$ cat src/rtl/kbd_input_conditioner_pkg.sv
// Shared constants, keypad state encoding and helpers for the keypad/button
// conditioning front end.
package kbd_input_conditioner_pkg;

    localparam int NUM_KEYS    = 10;
    localparam int DIGIT_W     = 4;
    localparam int SYNC_STAGES = 2;

    // Keypad FSM encoding
    localparam logic [1:0] ST_IDLE   = 2'd0;
    localparam logic [1:0] ST_HELD   = 2'd1;
    localparam logic [1:0] ST_LOCKED = 2'd2;

    // Released / safe values loaded during reset
    localparam logic [NUM_KEYS-1:0] KBD_REL  = '0;
    localparam logic                BTN_REL  = 1'b1;
    localparam logic                DOOR_REL = 1'b0;

    // Candidate events for one cycle, before priority resolution
    typedef struct packed {
        logic clear;
        logic stop;
        logic start;
        logic digit;
    } evt_t;

    function automatic logic is_onehot(input logic [NUM_KEYS-1:0] v);
        return (v != '0) && ((v & (v - NUM_KEYS'(1))) == '0);
    endfunction

    function automatic logic [DIGIT_W-1:0] key_index(input logic [NUM_KEYS-1:0] v);
        logic [DIGIT_W-1:0] idx;
        idx = '0;
        for (int i = 0; i < NUM_KEYS; i++)
            if (v[i]) idx = DIGIT_W'(i);
        return idx;
    endfunction

endpackage

$ cat src/rtl/kbd_input_conditioner_debounce_filter.sv
// Synchroniser plus counter-based debounce for one input group (vector
// debounced as a whole). The value loaded into the last sync flop is the
// current sample; the last flop holds the previous sample.
module debounce_filter
    import kbd_input_conditioner_pkg::*;
#(
    parameter int               WIDTH           = 1,
    parameter logic [WIDTH-1:0] RESET_VAL       = '0,
    parameter int               DEBOUNCE_CYCLES = 3,
    parameter int               CNT_W           = 8
) (
    input  logic             clk,
    input  logic             resetn,
    input  logic [WIDTH-1:0] din,
    output logic [WIDTH-1:0] dout
);

    logic [SYNC_STAGES-1:0][WIDTH-1:0] sync_q;
    logic [CNT_W-1:0]                  cnt;
    logic [WIDTH-1:0]                  sample;
    logic [WIDTH-1:0]                  prev;

    assign sample = sync_q[SYNC_STAGES-2];
    assign prev   = sync_q[SYNC_STAGES-1];

    // Synchroniser shift chain, index 0 is the newest
    always_ff @(posedge clk) begin
        if (!resetn) sync_q <= {SYNC_STAGES{RESET_VAL}};
        else         sync_q <= {sync_q[SYNC_STAGES-2:0], din};
    end

    // Count stable samples that differ from the debounced value; commit at the limit
    always_ff @(posedge clk) begin
        if (!resetn) begin
            cnt  <= '0;
            dout <= RESET_VAL;
        end else if (sample != prev || sample == dout) begin
            cnt <= '0;
        end else if (cnt == CNT_W'(DEBOUNCE_CYCLES - 1)) begin
            dout <= sample;
            cnt  <= '0;
        end else begin
            cnt <= cnt + CNT_W'(1);
        end
    end

endmodule

$ cat src/rtl/kbd_input_conditioner.sv
// Keypad/button front end: debounced inputs become one-cycle event strobes
// with clear > stop > start > digit priority, plus a debounced door level.
module kbd_input_conditioner
    import kbd_input_conditioner_pkg::*;
#(
    parameter int DEBOUNCE_CYCLES = 3,
    parameter int CNT_W           = 8
) (
    input  logic                clk,
    input  logic                resetn,
    input  logic [NUM_KEYS-1:0] kbd,
    input  logic                startn,
    input  logic                stopn,
    input  logic                clearn,
    input  logic                door_closed,
    output logic [DIGIT_W-1:0]  digit,
    output logic                digit_valid,
    output logic                start_pulse,
    output logic                stop_pulse,
    output logic                clear_pulse,
    output logic                door_closed_db,
    output logic                key_err
);

    logic [NUM_KEYS-1:0] kv;
    logic [2:0]          btn_raw;   // {clear, stop, start}, active-low
    logic [2:0]          btn_db;
    logic [2:0]          btn_prev;
    logic [2:0]          fall;
    logic [1:0]          state;
    logic [1:0]          state_nxt;
    logic                key_ev;
    logic                kv_multi;
    evt_t                ev;

    assign btn_raw = {clearn, stopn, startn};

    debounce_filter #(
        .WIDTH(NUM_KEYS), .RESET_VAL(KBD_REL),
        .DEBOUNCE_CYCLES(DEBOUNCE_CYCLES), .CNT_W(CNT_W)
    ) u_kbd (.clk(clk), .resetn(resetn), .din(kbd), .dout(kv));

    for (genvar g = 0; g < 3; g++) begin : g_btn
        debounce_filter #(
            .WIDTH(1), .RESET_VAL(BTN_REL),
            .DEBOUNCE_CYCLES(DEBOUNCE_CYCLES), .CNT_W(CNT_W)
        ) u_btn (.clk(clk), .resetn(resetn), .din(btn_raw[g]), .dout(btn_db[g]));
    end

    debounce_filter #(
        .WIDTH(1), .RESET_VAL(DOOR_REL),
        .DEBOUNCE_CYCLES(DEBOUNCE_CYCLES), .CNT_W(CNT_W)
    ) u_door (.clk(clk), .resetn(resetn), .din(door_closed), .dout(door_closed_db));

    assign kv_multi = (kv != '0) && !is_onehot(kv);
    assign fall     = btn_prev & ~btn_db;

    // Keypad FSM: one event per press, multi-hot locks out until full release
    always_comb begin
        state_nxt = state;
        key_ev    = 1'b0;
        case (state)
            ST_IDLE: begin
                if (is_onehot(kv)) begin
                    state_nxt = ST_HELD;
                    key_ev    = 1'b1;
                end else if (kv_multi) begin
                    state_nxt = ST_LOCKED;
                end
            end
            ST_HELD: begin
                if (kv == '0)    state_nxt = ST_IDLE;
                else if (kv_multi) state_nxt = ST_LOCKED;
            end
            ST_LOCKED: begin
                if (kv == '0) state_nxt = ST_IDLE;
            end
            default: state_nxt = ST_IDLE;
        endcase
    end

    // Priority resolution; start is gated by the door and dropped, never held over
    always_comb begin
        ev.clear = fall[2];
        ev.stop  = fall[1] & ~fall[2];
        ev.start = fall[0] & door_closed_db & ~fall[2] & ~fall[1];
        ev.digit = key_ev & ~fall[2] & ~fall[1] & ~(fall[0] & door_closed_db);
    end

    // Registered strobes, digit capture, FSM state and button history
    always_ff @(posedge clk) begin
        if (!resetn) begin
            state       <= ST_IDLE;
            btn_prev    <= {3{BTN_REL}};
            digit       <= '0;
            digit_valid <= 1'b0;
            start_pulse <= 1'b0;
            stop_pulse  <= 1'b0;
            clear_pulse <= 1'b0;
            key_err     <= 1'b0;
        end else begin
            state       <= state_nxt;
            btn_prev    <= btn_db;
            digit_valid <= ev.digit;
            start_pulse <= ev.start;
            stop_pulse  <= ev.stop;
            clear_pulse <= ev.clear;
            key_err     <= (state_nxt == ST_LOCKED);
            if (ev.digit) digit <= key_index(kv);
        end
    end

endmodule

$ cat config.mk
export PLATFORM = sky130hd
export DESIGN_NAME = kbd_input_conditioner
export DESIGN_NICKNAME = d
export VERILOG_FILES = /design/src/rtl/kbd_input_conditioner_pkg.sv /design/src/rtl/kbd_input_conditioner_debounce_filter.sv /design/src/rtl/kbd_input_conditioner.sv
export SDC_FILE = /design/constraint.sdc
export NUM_CORES = 1
export LEC_CHECK = 0
export ABC_CLOCK_PERIOD_IN_PS = 2300
export CAP_MARGIN = 20
export CORE_MARGIN = 3
export CORE_UTILIZATION = 40
export DETAILED_ROUTE_END_ITERATION = 8
export SYNTH_ARGS = -nofsm -noshare
export SYNTH_HDL_FRONTEND = slang
export SYNTH_SLANG_ARGS = --single-unit
$ cat constraint.sdc
create_clock -name clk -period 2.3 [get_ports clk]
set_input_delay 0.46 -clock clk [delete_from_list [all_inputs] [get_ports clk]]
set_output_delay 0.46 -clock clk [all_outputs]
set_load 0.1 [all_outputs]
==> impl_summary.md <==
Status
The flow ran to the end, and the final reports show no timing, DRC or antenna violations.

Yosys
The fraction of registers with async set or reset after synthesis is 0%. The total nets after synthesis is 444. Counting distinct cell types in the post-synthesis netlist gives 41. The number of flip-flops and latches in the synthesized netlist is 96. Each instance of the synthesized netlist takes up on average 9.291 sq um. Synthesis handed over a netlist of 418 instances.

The total of warnings raised by yosys is 0. The most used flip-flop cell after synthesis is sky130_fd_sc_hd__dfxtp_1. The count of flip-flops with a built-in enable after synthesis is 0. After synthesis the cells add up to 0.003884 sq mm. The proportion of synthesized chip area in sequential cells is 49.48%.

Global routing
The via count of the first global-routing pass came to 2703. Global routing finished with a remaining overflow of 0. The first global-routing pass estimated 11780 um of wire. The all-layer global routing usage is 13.00%. The largest net degree at the start of global routing is 24.

The number of antenna violations at the first check in global routing is 0.

Die
The floorplan step defined a die boundary enclosing 0.01093 sq mm. The floorplan has 35 rows. The number of primary I/O pins is 26.

The die is 104.5 um tall. After floorplanning, the core was sized to cover 0.009328 sq mm. The initial utilization of the core area, before any placement, comes to 41.64%. The floorplan step set the die width to 104.5 um.

Worst setup path
On the worst path, the slowest cell contributes a delay of 0.60 ns. Data arrives at the worst endpoint at 2.29 ns. The critical path goes through or4_1 -> o31ai_1 -> o211ai_1 -> nor2_2 -> mux2i_1. The setup path with the least slack is of type reg2reg. The startpoint of the worst setup timing path is u_kbd.dout[4]. The critical register-to-register path startpoint is u_kbd.dout[4]. Across all register-to-register paths, the minimum setup slack is 0.28 ns. The worst reg2reg path endpoint is digit[2]. STA classifies the critical path endpoint as a register. The maximum fanout count along the critical path is 7.

The number of cell instances on the worst register-to-register path is 5. The critical-path cell with the highest stage delay is sky130_fd_sc_hd__or4_1. The endpoint of the most critical setup path is digit[2]. STA classifies the critical path startpoint as a register. Data on the critical path is required at its endpoint by 2.58 ns.

Routing
The number of vias after detailed routing is 2785. After detailed routing, the number of vias per cell comes to 4.785. Dividing the detail-routed wire length by the instance count gives 11.17 um. After detailed routing, the number of remaining DRC violations is 0. The first detailed-routing pass ran for 4 iterations. The number of antenna-violating nets in the routed design is 0. The first routing iteration left 78 violations. After detailed routing, the total wire length is 6499 um.

Timing
The number of hold violations in the final report is 0. The transition time of the tightest slew-check pin is 0.4309 ns. The smallest clock period supported by the final layout is computed as 2.018 ns. Timing would allow up to 495.5 MHz. Setup repair after global routing left no endpoint under its margin. The worst-case setup margin in the final layout is 0.2818 ns. The final setup TNS is 0 ns. The final worst clock skew is 0.009704 ns.

The number of endpoints failing setup at the final stage is 0. Headroom to the max-slew limit came out at 70.91%. The count of pins over their slew limit is 0. Dividing the final minimum period by the clock period gives 87.75%.

Placement
The routability-driven placement congestion ratio is 0.8046. The post-placement setup slack is 0.3187 ns. Summed over all nets, the half-perimeter wirelength after detailed placement is 4734 um. The post-placement cell count is 567. The number of buffer cells added on primary ports is 25.

Finish
From synthesis to final layout, the design area changed by 14.01%. 0 antenna diodes ended up in the layout. The core utilization of the finished layout is 47.47%. The net count of the finished layout is 475. Summing all multi-input logic gate instances after layout gives 0.001841 sq mm. The count of placed standard cells in the final layout, fillers left out is 582. The number of inserted filler cells in the final layout is 909. In the layout the commonest cells are sky130_fd_sc_hd__dfxtp_1 (96), sky130_fd_sc_hd__nor2_1 (53), sky130_fd_sc_hd__nand2_1 (43). The library cell used most frequently in the layout, excluding fill and tap cells, is sky130_fd_sc_hd__dfxtp_1. Of the cells placed in the final design, the portion with a size suffix greater than 1 is 8.389%.

Registers take 0.001922 sq mm.

Pwr
In this run the power density over the cells is 635.4 mW/mm^2. The total power is 2.814 mW. The worst-case IR drop observed on VDD is 0.0002101 V.

Summed over all cells, the static leakage comes to 1.819 nW.

Clocking
Counting the buffers created by CTS gives 9. In this run the clock root is driven by a sky130_fd_sc_hd__clkbuf_8. The number of cells upsized or downsized after cts is 0. Counting every sink on the clock net gives 96. The total of hold buffers inserted after clock tree synthesis is 0. The TritonCTS clock tree is done. The maximum level of the CTS H-tree is 3. The clock latency at the later pin of the worst-skew pair is 0.35 ns.

No sink is reached through more buffers than the 2 on the longest clock path. After clock tree synthesis, the clock-pin slew on the worst setup and hold paths is 0.08 ns. In this run the post-CTS setup repair buffer count came out at 0.

Hold path
The class of the worst hold path is reg2reg.

Run
Across the run, the number of max-cap violations was 0.
==> layout make-up <==
| cell class | instances | area share [%] |
|---|---|---|
| clock buffer | 13 | 3.815 |
| clock inverter | 2 | 0.3108 |
| inverter | 19 | 1.611 |
| multi-input combinational | 294 | 41.57 |
| sequential | 96 | 43.40 |
| tap | 129 | 3.645 |
| timing repair buffer | 29 | 5.651 |
==> synth_stat cells, types with 3 or more instances <==
cell	number	share of area (%)
sky130_fd_sc_hd__dfxtp_1	96	49
sky130_fd_sc_hd__nor2_1	53	5.1
sky130_fd_sc_hd__nand2_1	43	4.2
sky130_fd_sc_hd__xor2_1	29	6.5
sky130_fd_sc_hd__nand3_1	23	3.0
sky130_fd_sc_hd__xnor2_1	21	4.7
sky130_fd_sc_hd__inv_1	19	1.8
sky130_fd_sc_hd__o21ai_0	13	1.7
sky130_fd_sc_hd__and2_1	12	1.9
sky130_fd_sc_hd__mux2i_1	12	3.1
sky130_fd_sc_hd__and3_1	10	1.6
sky130_fd_sc_hd__ha_1	10	3.2
sky130_fd_sc_hd__nand2b_1	10	1.6
sky130_fd_sc_hd__nor3_1	8	1.0
sky130_fd_sc_hd__a211oi_1	6	1.2
sky130_fd_sc_hd__a21oi_1	6	0.77
sky130_fd_sc_hd__clkbuf_1	6	0.58
sky130_fd_sc_hd__nor4b_1	5	1.1
sky130_fd_sc_hd__a31oi_1	3	0.48
sky130_fd_sc_hd__nor2b_1	3	0.48
sky130_fd_sc_hd__nor4_1	3	0.48
==> cells by family after synthesis <==
kind of cell / share of synthesized area, %
AND/OR/NAND/NOR: 23.84
buffers and inverters: 3.125
XOR/XNOR: 11.28
multiplexers: 3.093
adder cells (fa/ha/maj): 3.479
flip-flops: 49.48
AO/OA/AOI/OAI: 5.703
==> how the worst min path moves through the flow <==
stage,from,to,slack [ns],cells after the start
floorplan,g_btn[0].u_btn.cnt[0],g_btn[0].u_btn.cnt[0],0.43,1
global placement,g_btn[0].u_btn.cnt[0],g_btn[0].u_btn.cnt[0],0.44,1
detailed placement,digit[2],digit[2],0.46,2
CTS,resetn,g_btn[0].u_btn.prev,0.47,2
global route,resetn,g_btn[2].u_btn.sample,0.47,2
finish,digit[1],digit[1],0.46,2
==> worst max-delay path, delay by kind of cell, from the launching register on <==
kind	cells	cell delay [ns]
AOI/OAI and AO/OA	2	0.52
DFF	1	0.38
muxes	1	0.20
and+or+nand+nor	2	0.83
==> per-layer routing <==
metal	track usage, %	vias up	part of all wire [%]
li1	-	1453	-
met1	16.29	1275	50
met2	20.71	44	45
met3	3.397	13	3.9
met4	6.363	0	1.9
met5	0	-	0
==> report_power, final <==
| part | switching [mW] | leakage (nW) | total, mW | internal (mW) |
|---|---|---|---|---|
| Combinational | 0.0436 | 0.944 | 0.0972 | 0.0536 |
| Clock | 0.534 | 0.0955 | 1.01 | 0.477 |
| Sequential | 0.0208 | 0.780 | 1.71 | 1.68 |
==> stage by stage <==
step,instance area [sq um],hold WS (ns)
4_1_cts,4428,0.4664
2_1_floorplan,3884,0.4258
5_1_grt,4428,0.4733
6_report,4428,0.4625
3_3_place_gp,4245,0.4425
3_5_place_dp,4245,0.4573
==> flip-flops by register name, indices dropped and copies added (netlist names) <==
signal and flops:
btn_prev 3, clear_pulse 1, digit 4, digit_valid 1, g_btn.u_btn.cnt 24, g_btn.u_btn.dout 3
g_btn.u_btn.prev 3, g_btn.u_btn.sample 3, key_err 1, start_pulse 1, state 2, stop_pulse 1
u_door.cnt 8, u_door.dout 1, u_door.prev 1, u_door.sample 1, u_kbd.cnt 8, u_kbd.dout 10
u_kbd.prev 10, u_kbd.sample 10
No activity file was read; power rests on OpenSTA's default activity.
